===== config.mk =====
export PLATFORM = sky130hd
export DESIGN_NAME = alu_pipe
export DESIGN_NICKNAME = d
export VERILOG_FILES = /design/src/rtl/alu_pipe.sv
export SDC_FILE = /design/constraint.sdc
export NUM_CORES = 1
export LEC_CHECK = 0
export ABC_AREA = 1
export CAP_MARGIN = 20
export CORE_MARGIN = 2
export CORE_UTILIZATION = 64
export CTS_CLUSTER_DIAMETER = 60
export DETAILED_ROUTE_END_ITERATION = 10
export HOLD_SLACK_MARGIN = 0.08
export PLACE_DENSITY = 0.88
export SYNTH_ARGS = -nofsm -noshare
export SYNTH_HDL_FRONTEND = slang
export SYNTH_SLANG_ARGS = --single-unit

===== constraint.sdc =====
create_clock -name clk -period 7 [get_ports clk]
set_clock_uncertainty 0.1 [all_clocks]
set_input_delay 0.7 -clock clk [delete_from_list [all_inputs] [get_ports clk]]
set_output_delay 0.7 -clock clk [all_outputs]
set_load 0.02 [all_outputs]

===== src/rtl/alu_pipe.sv =====
// alu_pipe: two-stage pipelined ALU with valid/ready handshakes on input and output.
// Stage 1 holds the accepted operation; stage 2 holds the computed result and flags.
// Flags are packed as {err, ovf, carry, neg, zero}.
// Optional macro ALU_PIPE_SHIFT_EN adds SLL/SRL/SRA (opcodes 0100/0101/0110);
// without it those opcodes are illegal and no shifter is built.
module alu_pipe #(
    parameter int WIDTH = 32
) (
    input  logic             clk,
    input  logic             rst_n,
    input  logic             in_valid,
    output logic             in_ready,
    input  logic [3:0]       op,
    input  logic [WIDTH-1:0] a,
    input  logic [WIDTH-1:0] b,
    output logic             out_valid,
    input  logic             out_ready,
    output logic [WIDTH-1:0] c,
    output logic [4:0]       flags
);

    localparam logic [3:0] OP_ADD  = 4'b0000;
    localparam logic [3:0] OP_SUB  = 4'b0001;
    localparam logic [3:0] OP_AND  = 4'b1000;
    localparam logic [3:0] OP_OR   = 4'b1001;
    localparam logic [3:0] OP_XOR  = 4'b1010;
    localparam logic [3:0] OP_XNOR = 4'b1011;
`ifdef ALU_PIPE_SHIFT_EN
    localparam logic [3:0] OP_SLL  = 4'b0100;
    localparam logic [3:0] OP_SRL  = 4'b0101;
    localparam logic [3:0] OP_SRA  = 4'b0110;
    localparam int         SHW     = $clog2(WIDTH);
`endif

    logic             s1_valid;
    logic [3:0]       s1_op;
    logic [WIDTH-1:0] s1_a;
    logic [WIDTH-1:0] s1_b;

    logic             s2_load;
    logic             s1_advance;

    logic [WIDTH:0]   sum;
    logic [WIDTH:0]   diff;
    logic [WIDTH-1:0] res;
    logic             res_carry;
    logic             res_ovf;
    logic             res_err;
    logic             res_zero;

    // Stage 2 can take a new result when it is empty or its current result leaves this cycle;
    // stage 1 moves forward under exactly that condition, so in_ready sees a full-rate path.
    assign s2_load    = !out_valid || out_ready;
    assign s1_advance = s1_valid && s2_load;
    assign in_ready   = !s1_valid || s1_advance;

    // Extra top bit captures carry-out for ADD and borrow for SUB.
    assign sum  = {1'b0, s1_a} + {1'b0, s1_b};
    assign diff = {1'b0, s1_a} - {1'b0, s1_b};

`ifdef ALU_PIPE_SHIFT_EN
    // Shifts run on a one-bit-extended operand so the last bit shifted out lands in the extra bit.
    logic [SHW-1:0] sh_amt;
    logic [WIDTH:0] sll_ext;
    logic [WIDTH:0] srl_ext;
    logic [WIDTH:0] sra_ext;

    assign sh_amt  = s1_b[SHW-1:0];
    assign sll_ext = {1'b0, s1_a} << sh_amt;
    assign srl_ext = {s1_a, 1'b0} >> sh_amt;
    assign sra_ext = $signed({s1_a, 1'b0}) >>> sh_amt;
`endif

    // Compute the result and raw flags for whatever operation sits in stage 1.
    always_comb begin
        res       = '0;
        res_carry = 1'b0;
        res_ovf   = 1'b0;
        res_err   = 1'b0;
        case (s1_op)
            OP_ADD: begin
                res       = sum[WIDTH-1:0];
                res_carry = sum[WIDTH];
                res_ovf   = (s1_a[WIDTH-1] == s1_b[WIDTH-1]) && (sum[WIDTH-1] != s1_a[WIDTH-1]);
            end
            OP_SUB: begin
                res       = diff[WIDTH-1:0];
                res_carry = !diff[WIDTH];
                res_ovf   = (s1_a[WIDTH-1] != s1_b[WIDTH-1]) && (diff[WIDTH-1] != s1_a[WIDTH-1]);
            end
            OP_AND:  res = s1_a & s1_b;
            OP_OR:   res = s1_a | s1_b;
            OP_XOR:  res = s1_a ^ s1_b;
            OP_XNOR: res = ~(s1_a ^ s1_b);
`ifdef ALU_PIPE_SHIFT_EN
            OP_SLL: begin
                res       = sll_ext[WIDTH-1:0];
                res_carry = sll_ext[WIDTH];
            end
            OP_SRL: begin
                res       = srl_ext[WIDTH:1];
                res_carry = srl_ext[0];
            end
            OP_SRA: begin
                res       = sra_ext[WIDTH:1];
                res_carry = sra_ext[0];
            end
`endif
            default: res_err = 1'b1;
        endcase
    end

    // An illegal op returns c = 0 but must not report zero.
    assign res_zero = (res == '0) && !res_err;

    // Stage 1: capture the operation on accept; empties when its op moves on and nothing new arrives.
    always_ff @(posedge clk or negedge rst_n) begin
        if (!rst_n) begin
            s1_valid <= 1'b0;
            s1_op    <= '0;
            s1_a     <= '0;
            s1_b     <= '0;
        end else if (in_ready) begin
            s1_valid <= in_valid;
            if (in_valid) begin
                s1_op <= op;
                s1_a  <= a;
                s1_b  <= b;
            end
        end
    end

    // Stage 2: register result and flags when stage 1 advances; hold them while stalled.
    always_ff @(posedge clk or negedge rst_n) begin
        if (!rst_n) begin
            out_valid <= 1'b0;
            c         <= '0;
            flags     <= '0;
        end else if (s2_load) begin
            out_valid <= s1_valid;
            if (s1_valid) begin
                c     <= res;
                flags <= {res_err, res_ovf, res_carry, res[WIDTH-1], res_zero};
            end
        end
    end

endmodule


Yosys cells after proc, flatten, opt, wreduce, memory -nomap -nowiden
Index checks and enable logic that the tools add are counted.
{"block": "totals", "ff_bits": 107, "input_bits": 72, "elab_cells": 40}
{"block": "op_classes", "addsub": 2, "n_eq_ne": 9, "mux": 4, "bitwise": 4, "reduce_logical": 14}
{"op": "one-hot mux 32 bit (6 select lines)", "n": 1}
{"op": "adder 32 x 32 -> 33 bit", "n": 1}
{"op": "subtractor 32 x 32 -> 33 bit", "n": 1}
{"op": "AND 32 bit", "n": 1}
{"op": "logical NOT 32 bit", "n": 1}
{"op": "inverter 32 bit", "n": 1}
{"op": "bitwise OR 32 bit", "n": 1}
{"op": "XOR 32 bit", "n": 1}
{"op": "== test 4 bit, second input constant", "n": 4}
{"op": "OR reduction 6 bit", "n": 1}
{"op": "== test 4 x 1 -> 1 bit, second input constant", "n": 1}
{"op": "logical AND 1 bit", "n": 4}
{"op": "logical NOT 4 bit", "n": 1}
{"op": "one-hot mux 1 bit (2 select lines)", "n": 2}
{"op": "AND reduction 2 bit", "n": 2}
{"op": "logical NOT 1 bit", "n": 3}
{"op": "!= test 1 bit", "n": 3}
{"op": "logical OR 1 bit", "n": 2}
{"op": "== test 1 bit", "n": 1}
{"op": "two-way mux 1 bit", "n": 1}

Logic depth before layout (Yosys ltp)
{"block": "depth", "word_depth": 5, "mapped_depth": 22, "depth_no_buf": 21}

Worst setup path after synthesis
Ideal clock, no wire load.
{"block": "synth_timing", "kind": "register to register", "from": "register s1_b[0]", "to": "register flags[0]", "t_arrival_ns": 2.139, "required_time_ns": 6.834, "slack_ns": 4.696, "stages_incl_launch_ff": 21, "path_buffers": 0, "period_less_slack_ns": 2.304, "path_cell_list": "dfrtp_1 ha_1 inv_1 fa_1 inv_1 nand3_1 nand2_1 nand2_1 nand2_1 nand2_1 nand2_1 nand2_1 nand2_1 nand2_1 nand3_1 nand2_1 nor2_1 nand2_1 nor2_1 nand3_1 nand2_1"}
{"block": "synth_between", "elab_chain_cells": 5}
{"element": "start, declared", "line": "38", "rtl": "logic [WIDTH-1:0] s1_b;"}
{"element": "start signal, assigned", "line": "122", "rtl": "s1_b <= '0;"}
{"element": "start signal, assigned", "line": "128", "rtl": "s1_b <= b;"}
{"element": "parallel branches: the longest is 2 deep, another holds subtractor 32 x 32 -> 33 bit"}
{"element": "one-hot mux 32 bit (6 select lines) *", "line": "80", "rtl": "case (s1_op)"}
{"element": "logical NOT 32 bit *", "line": "114", "rtl": "assign res_zero = (res == '0) && !res_err;"}
{"element": "logical AND 1 bit *", "line": "114"}
{"element": "end signal, assigned", "line": "143", "rtl": "flags <= {res_err, res_ovf, res_carry, res[WIDTH-1], res_zero};"}
{"element": "end, declared", "line": "19", "rtl": "output logic [4:0] flags"}
Mark *: on every way between the ends.
A chain may end at the register's enable or synchronous reset.

Worst setup path in the final report
Ends and elaborated chain as after synthesis.

==> metrics.csv <==
metric,value,unit
reg2reg_slack,3.84,ns
io_buffers,110,
power.internal,1.71,mW
min_period_over_period,45.2,%
yosys.area_share.simple,37.1,%
synthTopCellsByArea,"dfrtp_1, nand2_1, ha_1",
p_per_area,285,nW/um^2
power_frac_seq,24.4,%
leakage,6.68,nW
comb_power_share,59.5,%
max_stage_delay,0.41,ns
viasPerCell,5.81,
die_x,135,um
cts_root_buf,clkbuf_16,
synthAdderAreaFrac,12.4,%
synth_seq_area_share,24.3,%
grt-ovfl-total,0,
syn_area_per_cell,6.16,um^2
critPathTopFamily,simple AND/OR/NAND/NOR gates,
arrival,3.36,ns
placed_cells,2037,
ys_ff_latch,106,
setup_tns,0,ns
max_cap_violations,0,
yosys-top-cells-count,"nand2_1, inv_1, nor2_1",
vdd_ir_drop_max,0.000172,V
core-area,16600,um^2
n_antenna_cell,0,
area_delta_synth_final,11.8,%
status,"finished, final reports clean",
holdWs,0.201,ns
routabilityCongestion,1.07,
cp_cell_sequence,"ha_1, inv_1, fa_1, inv_1, nand3_1, nand2_1, nand2_1, nand2_1, nand2_1, nand3_1, nand3_1, nor2_1, nand2_1, nor2_1, nand3_1, nor2_1, nand3_1, nand2_1",
rsz0062_at_grt,false,
drt-total-wl,35900,um
synth_cell_type_count,41,
worstSetupEndpointType,flop,
hpwlAfterDp,28300,um
antenna_found_initial,0,
fmax,316,MHz
vias,11900,
fin_util,73.2,%
die_h,135,um
grt_pass1_wl,57000,um
reg2reg_depth,18,
switching_share,50.8,%
synthXorXnorAreaFrac,0.161,%
grt_pass1_vias,11200,
synth_top_area_share,24.3,%
synth_edf_count,0,
synthFlopType,dfrtp_1,
path_buf_inv,2,
dieArea,18100,um^2
relSlewSlack,32.0,%
drt_iter0_drc,1432,
setup_slack,3.84,ns
reg2reg_from,s1_b[0],
ctsHoldBuffers,0,
p_clk_share,16.1,%
required,7.20,ns
drive_gt1_share,3.93,%
synth_top_family_by_area,simple AND/OR/NAND/NOR gates,
ys_async_sr_fraction,100,%
cts_tree,yes,
cts.sinks,106,
path_class,flop to flop,
synth_top_cell_by_area,dfrtp_1,
insertion_delay,0.37,ns
p_sw,1.77,mW
min_path_type,primary input to async pin,
clkTransAtPathRegs,0.08,ns
slowest_stage,fa_1,
synth.cell_area,10900,um^2
reg2reg_to,flags[0],
instances_no_fill,2053,
drc,0,
fin_crit,3.16,ns
grt_max_degree,71,
yosys_warnings,0,
drtAntennaViolNets,0,
syn_inst,1770,
io_pins,111,
post_cts_resized,0,
worstPathMaxFanout,4,
setup-violations-final,0,
slew_violations,0,
rows,47,
ctsLongestPathBuffers,2,
synth_mux_area_share,0.0918,%
hold_viol,0,
dr.pass1.iters,8,
crit_path_frequent_cell,nand2_1,
syn-num-nets,1949,
htreeDepth,3,
cts_buffers,9,
synth.most_common_cell,nand2_1,
worst_pin_slew,1.02,ns
post-cts-setup-buffer-count,0,
grt_usage,40.2,%
start_util,65.5,%
dp_slack,3.90,ns
wire_per_inst,17.5,um
synth_compound_area_share,11.3,%
nets,2007,
start_kind,flop,
[worst max path at each step]
stage	from	endpoint	slack, ns	cells after the start
2_1_floorplan	s1_b[0]	flags[0]	4.70	20
3_3_place_gp	out_ready	flags[2]	4.03	9
3_5_place_dp	out_ready	s1_b[29]	3.90	7
4_1_cts	s1_b[0]	flags[0]	3.97	18
5_1_grt	s1_b[0]	flags[0]	3.68	18
6_report	s1_b[0]	flags[0]	3.84	18
[placed cells by master, fill, tap and decap left out, types with 21 or more instances in the layout]
master,netlist,final
nand2_1,537,536
inv_1,289,289
nor2_1,204,203
nand3_1,161,161
a21oi_1,119,119
clkdlybuf4s50_1,0,109
dfrtp_1,106,106
ha_1,105,105
o21ai_0,32,32
o22ai_1,31,31
nand4_1,21,21
[through the flow]
stage | cell area, um^2 | total power [mW]
global placement | 11900 | 2.79
global route | 12200 | 3.71
CTS | 12200 | 3.41
finish | 12200 | 3.48
detailed placement | 11900 | 2.85
floorplan | 10900 | 2.24
[metal layers]
metal  global-route usage, %  vias to the layer above  wire length [um]
li1                        -                     5648                 -
met1                    53.1                     5390             14600
met2                    63.9                      765             15700
met3                    8.30                      122              4030
met4                    18.0                        0              1510
met5                       0                        -                 0
[flip-flops by register name, summed over array words and instances (netlist names)]
| signal | flops |
|---|---|
| s1_a | 32 |
| s1_b | 32 |
| c | 31 |
| flags | 5 |
| s1_op | 4 |
| out_valid | 1 |
| s1_valid | 1 |
[worst register-to-register path, stage by stage, from the launching register on]
cell,delay (ns)
dfrtp_1,0.39
ha_1,0.23
inv_1,0.09
fa_1,0.41
inv_1,0.12
nand3_1,0.10
nand2_1,0.18
nand2_1,0.09
nand2_1,0.14
nand2_1,0.07
nand3_1,0.08
nand3_1,0.22
nor2_1,0.21
nand2_1,0.08
nor2_1,0.19
nand3_1,0.16
nor2_1,0.12
nand3_1,0.08
nand2_1,0.06
[power groups by stage]
stage	combinational (mW)	clock [mW]	sequential (mW)
finish	2.07	0.558	0.848
global route	2.27	0.578	0.861
CTS	2.00	0.557	0.846
detailed placement	1.99	0	0.859
global placement	1.94	0	0.843
floorplan	1.31	0	0.933
[area by class of cell]
cell class              count  area (um^2)
inverters                 299         1120
well taps                 220          275
clock buffers               9          225
multi-input cells        1296         6690
repair buffers            116         1140
flip-flops and latches    106         2650
fillers                  1390         4460
clock inverters             7         82.6
[logic make-up after synthesis]
| logic type | count (synthesis) |
|---|---|
| buf+inv | 368 |
| flops | 106 |
| mux | 1 |
| fa+ha+maj | 107 |
| xor+xnor | 2 |
| simple gates | 967 |
| compound gates | 219 |
(Power assumes the default switching activity.)
